===== src/rtl/exception_redirect_ctrl_pkg.sv =====
// Shared CP0 definitions for the exception redirect controller: FSM state
// encoding, default exception vector and the outstanding-counter update rule.
package exception_redirect_ctrl_pkg;

  typedef enum logic [1:0] {
    IDLE     = 2'd0,
    DRAIN    = 2'd1,
    REDIRECT = 2'd2
  } state_t;

  localparam logic [31:0] EXC_VECTOR_DEFAULT      = 32'hBFC00380;
  localparam int          MAX_OUTSTANDING_DEFAULT = 4;
  localparam int          CNT_W_DEFAULT           = 3;

  // Next value of an outstanding-transaction counter. A request at the
  // maximum is a protocol error and the count holds; a response at zero with
  // no request is ignored; a simultaneous request and response cancel out.
  function automatic int next_count(input int cnt, input logic inc,
                                    input logic dec, input int max);
    if (inc && !dec) return (cnt >= max) ? cnt : cnt + 1;
    if (dec && !inc) return (cnt == 0) ? cnt : cnt - 1;
    return cnt;
  endfunction

endpackage


===== src/rtl/exception_redirect_ctrl_if.sv =====
// Handshake/bus bundle between MEM/CP0, the IF stage and the exception
// redirect controller. timeout_err exists only when EXC_REDIRECT_TIMEOUT_EN
// is defined.
interface exception_redirect_ctrl_if #(parameter int CNT_W = 3);

  logic             exc_valid;
  logic             eret_valid;
  logic [31:0]      epc;
  logic             inst_req_fire;
  logic             inst_resp_fire;
  logic             data_req_fire;
  logic             data_resp_fire;
  logic             if_ready;
  logic             flush;
  logic             fetch_hold;
  logic             redirect_valid;
  logic [31:0]      redirect_pc;
  logic             inst_resp_discard;
  logic             busy;
  logic [CNT_W-1:0] inst_outstanding;
`ifdef EXC_REDIRECT_TIMEOUT_EN
  logic             timeout_err;
`endif

  // Controller side: owns the flush/hold/redirect outputs.
  modport master (
`ifdef EXC_REDIRECT_TIMEOUT_EN
    output timeout_err,
`endif
    input  exc_valid, eret_valid, epc,
    input  inst_req_fire, inst_resp_fire, data_req_fire, data_resp_fire,
    input  if_ready,
    output flush, fetch_hold, redirect_valid, redirect_pc,
    output inst_resp_discard, busy, inst_outstanding
  );

  // Pipeline side: reports commits and bus fires, consumes the redirect.
  modport slave (
`ifdef EXC_REDIRECT_TIMEOUT_EN
    input  timeout_err,
`endif
    output exc_valid, eret_valid, epc,
    output inst_req_fire, inst_resp_fire, data_req_fire, data_resp_fire,
    output if_ready,
    input  flush, fetch_hold, redirect_valid, redirect_pc,
    input  inst_resp_discard, busy, inst_outstanding
  );

endinterface


===== src/rtl/exception_redirect_ctrl_outstanding_counter.sv =====
// Saturating up/down counter tracking in-flight requests on one SRAM-like bus.
module outstanding_counter
  import exception_redirect_ctrl_pkg::*;
#(
  parameter int CNT_W = CNT_W_DEFAULT,
  parameter int MAX   = MAX_OUTSTANDING_DEFAULT
) (
  input  logic             clk,
  input  logic             resetn,
  input  logic             inc,
  input  logic             dec,
  output logic [CNT_W-1:0] count
);

  // Track accepted requests minus returned responses, clamped to [0, MAX].
  always_ff @(posedge clk) begin
    if (!resetn) count <= '0;
    else         count <= CNT_W'(next_count(int'(count), inc, dec, MAX));
  end

endmodule


===== src/rtl/exception_redirect_ctrl.sv =====
// Exception/ERET redirect controller: flushes the pipeline, holds fetch,
// drains outstanding bus traffic, then offers IF the redirect PC.
// Optional drain watchdog enabled by defining EXC_REDIRECT_TIMEOUT_EN.
module exception_redirect_ctrl
  import exception_redirect_ctrl_pkg::*;
#(
  parameter logic [31:0] EXC_VECTOR      = EXC_VECTOR_DEFAULT,
  parameter int          MAX_OUTSTANDING = MAX_OUTSTANDING_DEFAULT,
  parameter int          CNT_W           = CNT_W_DEFAULT
`ifdef EXC_REDIRECT_TIMEOUT_EN
  , parameter int        DRAIN_TIMEOUT   = 255
`endif
) (
  input logic                        clk,
  input logic                        resetn,
  exception_redirect_ctrl_if.master  bus
);

  state_t           state, state_next;
  logic [31:0]      target;
  logic [CNT_W-1:0] discard_cnt;
  logic [CNT_W-1:0] inst_cnt;
  logic [CNT_W-1:0] data_cnt;
  logic             flush_q;
  logic             accept;
  logic             discard;

  outstanding_counter #(.CNT_W(CNT_W), .MAX(MAX_OUTSTANDING)) u_inst_cnt (
    .clk    (clk),
    .resetn (resetn),
    .inc    (bus.inst_req_fire),
    .dec    (bus.inst_resp_fire),
    .count  (inst_cnt)
  );

  outstanding_counter #(.CNT_W(CNT_W), .MAX(MAX_OUTSTANDING)) u_data_cnt (
    .clk    (clk),
    .resetn (resetn),
    .inc    (bus.data_req_fire),
    .dec    (bus.data_resp_fire),
    .count  (data_cnt)
  );

`ifdef EXC_REDIRECT_TIMEOUT_EN
  localparam int TO_W = $clog2(DRAIN_TIMEOUT + 1);
  logic [TO_W-1:0] to_cnt;
  logic            timeout_hit;
  logic            timeout_err_q;

  assign timeout_hit = (state == DRAIN) && (to_cnt == TO_W'(DRAIN_TIMEOUT));

  // Count cycles spent in DRAIN and register a one-cycle error on expiry.
  always_ff @(posedge clk) begin
    if (!resetn) begin
      to_cnt        <= '0;
      timeout_err_q <= 1'b0;
    end else begin
      timeout_err_q <= timeout_hit;
      if (state == DRAIN && !timeout_hit) to_cnt <= to_cnt + TO_W'(1);
      else                                to_cnt <= '0;
    end
  end

  assign bus.timeout_err = timeout_err_q;
`endif

  // State register.
  always_ff @(posedge clk) begin
    if (!resetn) state <= IDLE;
    else         state <= state_next;
  end

  // Next-state logic, commit acceptance and stale-response discard.
  always_comb begin
    state_next = state;
    accept     = 1'b0;
    discard    = 1'b0;
    case (state)
      IDLE: begin
        if (bus.exc_valid || bus.eret_valid) begin
          accept     = 1'b1;
          state_next = DRAIN;
        end
      end
      DRAIN: begin
        discard = bus.inst_resp_fire && (discard_cnt != '0);
        if (discard_cnt == '0 && data_cnt == '0) state_next = REDIRECT;
`ifdef EXC_REDIRECT_TIMEOUT_EN
        if (timeout_hit) state_next = REDIRECT;
`endif
      end
      REDIRECT: begin
        if (bus.if_ready) state_next = IDLE;
      end
      default: state_next = IDLE;
    endcase
  end

  // Latch the redirect target and the number of cancelled fetches to drop.
  always_ff @(posedge clk) begin
    if (!resetn) begin
      target      <= '0;
      discard_cnt <= '0;
      flush_q     <= 1'b0;
    end else begin
      flush_q <= accept;
      if (accept) begin
        target      <= bus.exc_valid ? EXC_VECTOR : bus.epc;
        discard_cnt <= CNT_W'(next_count(int'(inst_cnt), bus.inst_req_fire,
                                         bus.inst_resp_fire, MAX_OUTSTANDING));
      end else if (discard) begin
        discard_cnt <= discard_cnt - CNT_W'(1);
      end
`ifdef EXC_REDIRECT_TIMEOUT_EN
      if (timeout_hit) discard_cnt <= '0;
`endif
    end
  end

  assign bus.flush             = flush_q;
  assign bus.fetch_hold        = (state != IDLE);
  assign bus.busy              = (state != IDLE);
  assign bus.redirect_valid    = (state == REDIRECT);
  assign bus.redirect_pc       = target;
  assign bus.inst_resp_discard = discard;
  assign bus.inst_outstanding  = inst_cnt;

endmodule


===== src/flat_wrapper.sv =====
// flat-port wrapper written by rule: the top's interface ports become plain ports
module exception_redirect_ctrl_flat import exception_redirect_ctrl_pkg::*;
#(
  parameter logic [31:0] EXC_VECTOR      = EXC_VECTOR_DEFAULT,
  parameter int          MAX_OUTSTANDING = MAX_OUTSTANDING_DEFAULT,
  parameter int          CNT_W           = CNT_W_DEFAULT

)
  (clk, resetn, bus_exc_valid, bus_eret_valid, bus_epc, bus_inst_req_fire, bus_inst_resp_fire, bus_data_req_fire, bus_data_resp_fire, bus_if_ready, bus_flush, bus_fetch_hold, bus_redirect_valid, bus_redirect_pc, bus_inst_resp_discard, bus_busy, bus_inst_outstanding);
  exception_redirect_ctrl_if #(.CNT_W(CNT_W)) bus_i ();
  input logic clk;
  input logic resetn;
  input wire logic [$bits(bus_i.exc_valid)-1:0] bus_exc_valid;
  input wire logic [$bits(bus_i.eret_valid)-1:0] bus_eret_valid;
  input wire logic [$bits(bus_i.epc)-1:0] bus_epc;
  input wire logic [$bits(bus_i.inst_req_fire)-1:0] bus_inst_req_fire;
  input wire logic [$bits(bus_i.inst_resp_fire)-1:0] bus_inst_resp_fire;
  input wire logic [$bits(bus_i.data_req_fire)-1:0] bus_data_req_fire;
  input wire logic [$bits(bus_i.data_resp_fire)-1:0] bus_data_resp_fire;
  input wire logic [$bits(bus_i.if_ready)-1:0] bus_if_ready;
  output wire logic [$bits(bus_i.flush)-1:0] bus_flush;
  output wire logic [$bits(bus_i.fetch_hold)-1:0] bus_fetch_hold;
  output wire logic [$bits(bus_i.redirect_valid)-1:0] bus_redirect_valid;
  output wire logic [$bits(bus_i.redirect_pc)-1:0] bus_redirect_pc;
  output wire logic [$bits(bus_i.inst_resp_discard)-1:0] bus_inst_resp_discard;
  output wire logic [$bits(bus_i.busy)-1:0] bus_busy;
  output wire logic [$bits(bus_i.inst_outstanding)-1:0] bus_inst_outstanding;
  assign bus_i.exc_valid = bus_exc_valid;
  assign bus_i.eret_valid = bus_eret_valid;
  assign bus_i.epc = bus_epc;
  assign bus_i.inst_req_fire = bus_inst_req_fire;
  assign bus_i.inst_resp_fire = bus_inst_resp_fire;
  assign bus_i.data_req_fire = bus_data_req_fire;
  assign bus_i.data_resp_fire = bus_data_resp_fire;
  assign bus_i.if_ready = bus_if_ready;
  assign bus_flush = bus_i.flush;
  assign bus_fetch_hold = bus_i.fetch_hold;
  assign bus_redirect_valid = bus_i.redirect_valid;
  assign bus_redirect_pc = bus_i.redirect_pc;
  assign bus_inst_resp_discard = bus_i.inst_resp_discard;
  assign bus_busy = bus_i.busy;
  assign bus_inst_outstanding = bus_i.inst_outstanding;
  exception_redirect_ctrl #(.EXC_VECTOR(EXC_VECTOR), .MAX_OUTSTANDING(MAX_OUTSTANDING), .CNT_W(CNT_W)) u_core (.clk(clk), .resetn(resetn), .bus(bus_i));
endmodule

===== config.mk =====
export PLATFORM = sky130hd
export DESIGN_NAME = exception_redirect_ctrl_flat
export DESIGN_NICKNAME = d
export VERILOG_FILES = /design/src/rtl/exception_redirect_ctrl_pkg.sv /design/src/rtl/exception_redirect_ctrl_if.sv /design/src/rtl/exception_redirect_ctrl_outstanding_counter.sv /design/src/rtl/exception_redirect_ctrl.sv /design/src/flat_wrapper.sv
export SDC_FILE = /design/constraint.sdc
export NUM_CORES = 1
export LEC_CHECK = 0
export ABC_CLOCK_PERIOD_IN_PS = 2050
export BUFFER_PORTS_ARGS = -buffer_cell sky130_fd_sc_hd__buf_2
export CAP_MARGIN = 20
export CELL_PAD_IN_SITES_DETAIL_PLACEMENT = 0
export CELL_PAD_IN_SITES_GLOBAL_PLACEMENT = 1
export CORE_UTILIZATION = 35
export DETAILED_ROUTE_END_ITERATION = 10
export GPL_ROUTABILITY_DRIVEN = 0
export GPL_TIMING_DRIVEN = 0
export MAX_ROUTING_LAYER = met4
export PLACE_DENSITY_LB_ADDON = 0.3
export SLEW_MARGIN = 0
export SYNTH_ARGS = -nofsm -noshare
export SYNTH_HDL_FRONTEND = slang
export SYNTH_SLANG_ARGS = --single-unit

===== constraint.sdc =====
create_clock -name clk -period 2.05 [get_ports clk]
set_input_delay 0.205 -clock clk [delete_from_list [all_inputs] [get_ports clk]]
set_output_delay 0.205 -clock clk [all_outputs]
set_load 0.05 [all_outputs]

Word level (Yosys, flattened, before mapping)
Cells that the tools add are included.
{"block": "totals", "ff_bits": 44, "latchBits": 0, "ramBits": 0, "rom_bits": 0, "input_bits": 41, "out_inout_bits": 40, "mem_count": 0}
{"block": "op_classes", "n_addsub": 5, "n_mul": 0, "div": 0, "magnitude_cmp": 2, "n_eq_ne": 6, "shifts": 0, "muxes": 39, "bitwise_logic": 0, "reduce_logical": 23}
{"op": "2-to-1 mux 3 bit", "n": 16}
{"op": "2-to-1 mux 32 bit", "n": 1}
{"op": "2-to-1 mux 1 bit", "n": 18}
{"op": "logical NOT 3 bit", "n": 4}
{"op": "subtractor 3 x 1 -> 3 bit (second input constant)", "n": 3}
{"op": "nonzero test 2 bit", "n": 4}
{"op": "adder 3 x 1 -> 3 bit (second input constant)", "n": 2}
{"op": "greater-or-equal comparator 3 bit (second input constant)", "n": 2}
{"op": "logical AND 1 bit", "n": 6}
{"op": "2-to-1 mux 2 bit", "n": 3}
{"op": "case mux 2 bit (3 select lines)", "n": 1}
{"op": "logical NOT 1 bit", "n": 4}
{"op": "!= test 2 x 1 -> 1 bit (second input constant)", "n": 2}
{"op": "!= test 3 bit (second input constant)", "n": 1}
{"op": "AND reduction 3 bit", "n": 1}
{"op": "nonzero test 3 bit", "n": 1}
{"op": "== test 2 x 1 -> 1 bit (second input constant)", "n": 1}
{"op": "== test 2 bit (second input constant)", "n": 1}
{"op": "logical NOT 2 bit", "n": 1}
{"op": "!= test 2 bit (second input constant)", "n": 1}
{"op": "AND reduction 2 bit", "n": 1}
{"op": "logical OR 1 bit", "n": 1}

Logic depth before layout (Yosys ltp)
{"block": "depth", "ltp_word": 11, "ltp_mapped": 7}

Hierarchy
A second synthesis with hierarchy kept.
{"block": "unflattened", "hier_cells": 214, "area_unflattened_um2": 2090.8}
{"module": "exception_redirect_ctrl", "n_inst": 1, "cells_per_inst": 154, "area_per_inst_um2": 1575.3}
{"module": "outstanding_counter", "n_inst": 2, "cells_per_inst": 30, "area_per_inst_um2": 257.7}

Worst setup path after synthesis
OpenSTA, ideal clock, no wires.
{"block": "synth_path", "path_kind": "reg2reg", "from": "register u_core.u_inst_cnt.count[0]", "to": "register u_core.discard_cnt[1]", "setup_ps": 122, "arrival_ps": 1805, "t_required_ps": 1928, "slack_ps": 123, "path_stages_with_launch": 7, "path_cell_list": "dfxtp_1 > inv_1 > ha_1 > nor2b_1 > nand3_1 > nand3_1 > o311a_1"}
{"block": "synth_via", "elab_chain_len": 7, "word_cells_on_any_way": 11, "cone_classes": "add/sub (2); order compare (1); mux (7); reduce/logical (1)"}
{"element": "from (decl)", "line_no": "exception_redirect_ctrl_outstanding_counter.sv:12", "rtl": "output logic [CNT_W-1:0] count"}
{"element": "from (signal assigned)", "line_no": "exception_redirect_ctrl_outstanding_counter.sv:18", "rtl": "else count <= CNT_W'(next_count(int'(count), inc, dec, MAX));"}
{"element": "adder 3 x 1 -> 3 bit or greater-or-equal comparator 3 bit (tied branches)", "line_no": "exception_redirect_ctrl_pkg.sv:20", "rtl": "if (inc && !dec) return (cnt >= max) ? cnt : cnt + 1;"}
{"element": "2-to-1 mux 3 bit (2 in a row)", "line_no": "exception_redirect_ctrl_pkg.sv:20"}
{"element": "2-to-1 mux 3 bit"}
{"element": "2-to-1 mux 3 bit", "line_no": "exception_redirect_ctrl_pkg.sv:22", "rtl": "return cnt;"}
{"element": "2-to-1 mux 3 bit (*)", "line_no": "exception_redirect_ctrl_pkg.sv:21", "rtl": "if (dec && !inc) return (cnt == 0) ? cnt : cnt - 1;"}
{"element": "2-to-1 mux 3 bit (*)", "line_no": "exception_redirect_ctrl.sv:107", "rtl": "if (accept) begin"}
{"element": "to (signal assigned)", "line_no": "exception_redirect_ctrl.sv:109", "rtl": "discard_cnt <= CNT_W'(next_count(int'(inst_cnt), bus.inst_req_fire,"}
{"element": "to (signal assigned)", "line_no": "exception_redirect_ctrl.sv:112", "rtl": "discard_cnt <= discard_cnt - CNT_W'(1);"}
{"element": "to (decl)", "line_no": "exception_redirect_ctrl.sv:21", "rtl": "logic [CNT_W-1:0] discard_cnt;"}
Mark *: on every way between the ends. The rest lies on a longest branch, timed or not.
A chain may end at the register's enable or synchronous reset.

Worst setup path in the final report
{"block": "layout_path", "from": "register u_core.discard_cnt[0]", "to": "output bus_inst_resp_discard"}
{"block": "layout_via", "elab_chain_len": 3}
{"element": "nonzero test 3 bit", "line_no": "exception_redirect_ctrl.sv:86", "rtl": "discard = bus.inst_resp_fire && (discard_cnt != '0);"}
{"element": "logical AND 1 bit", "line_no": "exception_redirect_ctrl.sv:86"}
{"element": "2-to-1 mux 1 bit", "line_no": "exception_redirect_ctrl.sv:78", "rtl": "case (state)"}
{"element": "to (decl)", "line_no": "flat_wrapper.sv:25", "rtl": "output wire logic [$bits(bus_i.inst_resp_discard)-1:0] bus_inst_resp_discard;"}
No other way between the ends.

==> flow_summary.json <==
{
  "multi_input_area_sq_um": 957.2,
  "hold_ws_ps": 115.3,
  "skew_ps": 8.539,
  "layout.nets": 353,
  "clk-insertion-delay-late_ps": 290,
  "avgViaCountPerCell": 4.909,
  "rr_startpoint": "u_core.u_data_cnt.count[0]",
  "synth.top_cell.area_share_pct": 44.42,
  "cts_tree": "done",
  "cts_sinks": 44,
  "antennaDiodeCount": 0,
  "synth_area_leaders": "dfxtp_1, a22o_1, ha_1",
  "rows": 27,
  "r2r_slack_ps": 370,
  "clock-root-buffer": "clkbuf_8",
  "cts_hold_buf": 0,
  "crit_arrival_ps": 1660,
  "antenna_found_initial": 0,
  "syn_area_per_cell_sq_um": 9.267,
  "core_area_sq_um": 5473,
  "drc_errors": 0,
  "chipWidth_microns": 77.28,
  "drt_iter0_drc": 44,
  "crit_start": "u_core.discard_cnt[0]",
  "seq_area_sq_um": 880.8,
  "worstPathMaxFanout": 6,
  "setup_ws_ps": 183.2,
  "cp_top_family": "adder cells",
  "dp_slack_ps": 317.6,
  "rsz0062_at_grt": "false",
  "leakage_nw": 1.232,
  "setup_tns_ps": 0,
  "syn_area_sq_um": 1983,
  "synth-edff-count": 0,
  "yosys.area.top_type": "dfxtp_1",
  "vias": 1826,
  "max_stage_delay_ps": 310,
  "nFillCells": 594,
  "path_class": "reg2out",
  "hp-class": "in2reg",
  "die_height_microns": 77.28,
  "cts.clk_slew.worst_paths_ps": 80,
  "drv_slew": 0,
  "cp_num_buf_inv": 3,
  "yosysUniqueCellTypes": 42,
  "initial_utilization_pct": 36.24,
  "yosysMostFrequentCell": "dfxtp_1",
  "io_buffers": 79,
  "synth_nets": 267,
  "synth_commonest_cells": "dfxtp_1, inv_1, a22o_1",
  "endpoint_kind": "output pin",
  "num_io_pins": 81,
  "grt_remaining_overflow": 0,
  "cp_data_required_time_ps": 1850,
  "grt_pass1_vias": 1700,
  "worstRegToRegCells": 6,
  "placed_cell_area_sq_um": 2469,
  "synth_seq_cells": 44,
  "track_usage_pct": 16.41,
  "setup_viol": 0,
  "cpMaxStageDelayCell": "dfxtp_1",
  "cts-buffers-inserted": 5,
  "hpwlAfterDp_mm": 3.428,
  "min_period_ps": 1867,
  "peakVddDrop_v": 0.0003815,
  "wl_per_cell_microns": 12.38,
  "drt-total-wl_mm": 4.607,
  "drv_cap": 0,
  "cts_buffer_depth": 2,
  "ys_warn_count": 0,
  "worst_pin_slew_ps": 492.2,
  "synth_ff_type": "dfxtp_1",
  "dieArea_sq_um": 5971,
  "path_depth": 6,
  "relSlewSlack_pct": 67.19,
  "critPathLaunchType": "flip-flop",
  "grt_pass1_wl_mm": 7.755,
  "cp_cell_sequence": "inv_1 > ha_1 > ha_1 > nand4bb_4 > inv_1 > clkbuf_4",
  "power_density_nw_per_um2": 889.1,
  "ant_nets": 0,
  "cp-endpoint": "bus_inst_resp_discard",
  "status": "finished clean",
  "ys_seq_area_share_pct": 44.42,
  "period_share_pct": 91.06,
  "postLayoutCellArea_sq_um": 2569,
  "synthesis.instances": 214,
  "drtPass1Iterations": 4,
  "grt_max_degree": 14,
  "fmax_mhz": 535.7,
  "final-hold-violation-count": 0,
  "r2r_end": "u_core.u_data_cnt.count[1]",
  "drive_gt1_share_pct": 31.67,
  "cts_max_level": 2,
  "async_flop_share_pct": 0,
  "area_delta_synth_final_pct": 29.53
}
[cell families (layout without fill, tap and decap cells)]
group | count (synthesis) | after routing | synth area share [%]
AND/OR/NAND/NOR | 51 | 51 | 14.01
AO/OA/AOI/OAI | 64 | 64 | 24.42
buffers and inverters | 40 | 126 | 8.139
flip-flops | 44 | 44 | 44.42
multiplexers | 1 | 1 | 0.5678
XOR/XNOR | 2 | 2 | 0.8834
adder cells (fa/ha/maj) | 12 | 12 | 7.571
[area by class of cell]
class | count | area share [%]
Clock buffer | 5 | 2.679
Multi-Input combinational cell | 130 | 37.26
Inverter | 28 | 4.092
Timing Repair Buffer | 79 | 15.49
Buffer | 12 | 2.192
Clock inverter | 2 | 0.4871
Sequential cell | 44 | 34.29
Tap cell | 72 | 3.507
[worst register-to-register path, stage by stage (launching register included)]
cell	delay, ps
dfxtp_1	420
inv_1	90
ha_1	230
nor2b_1	150
or4b_1	470
a21o_1	170
a21oi_1	100
[placed cells by master, fill, tap and decap left out, types with 4 or more instances in the layout]
cell type  synthesis  layout
nand2_1            7       7
buf_2              5      83
nor2b_1            6       6
and2_1             4       4
clkbuf_1           5       5
a22o_1            20      20
nor3_1            16      16
o21ai_0            4       4
dfxtp_1           44      44
a21oi_1            8       8
nand3_1            4       4
inv_1             27      27
ha_1              12      12
nor2_1             6       6
clkbuf_8           0       5
a211oi_1          14      14
[registers in the layout (all words and copies together), names as in the netlist]
register	cells
u_core.bus.flush	1
u_core.bus.redirect_pc	32
u_core.discard_cnt	3
u_core.state	2
u_core.u_data_cnt.count	3
u_core.u_inst_cnt.count	3
[worst min-delay path by stage]
stage                start                    endpoint  slack (ps)  cells after the start
2_1_floorplan   bus_epc[0]   u_core.bus.redirect_pc[0]         330                      1
3_3_place_gp   bus_epc[11]  u_core.bus.redirect_pc[11]         410                      2
3_5_place_dp    bus_epc[6]   u_core.bus.redirect_pc[6]         420                      2
4_1_cts         bus_epc[6]   u_core.bus.redirect_pc[6]         110                      2
5_1_grt        bus_epc[11]  u_core.bus.redirect_pc[11]         100                      2
6_report        bus_epc[0]   u_core.bus.redirect_pc[0]         120                      2
[routing by layer]
| layer | track usage (%) | wire length, microns | up-vias |
|---|---|---|---|
| li1 | - | - | 935 |
| met1 | 20.51 | 2181 | 846 |
| met2 | 26.90 | 2213 | 39 |
| met3 | 3.452 | 171 | 6 |
| met4 | 3.962 | 41 | 0 |
| met5 | - | 0 | - |
[stage by stage]
stage	instances	power, mW	utilization, %
6_report	372	2.284	46.94
5_1_grt	372	2.421	46.94
4_1_cts	372	2.300	46.59
3_5_place_dp	365	1.780	45.11
3_3_place_gp	365	1.777	45.11
2_1_floorplan	214	1.586	-
[power breakdown]
| group | switching, mW | leakage, nW | internal [mW] |
|---|---|---|---|
| clock network | 0.284 | 0.0400 | 0.231 |
| registers | 0.0528 | 0.361 | 0.942 |
| logic | 0.535 | 0.831 | 0.240 |
[timing repair]
action,4_1_cts,5_1_grt
gates resized for setup,0,3
setup endpoints to repair,0,1
buffers inserted,0,0
Power figures use the tool's default switching activity.
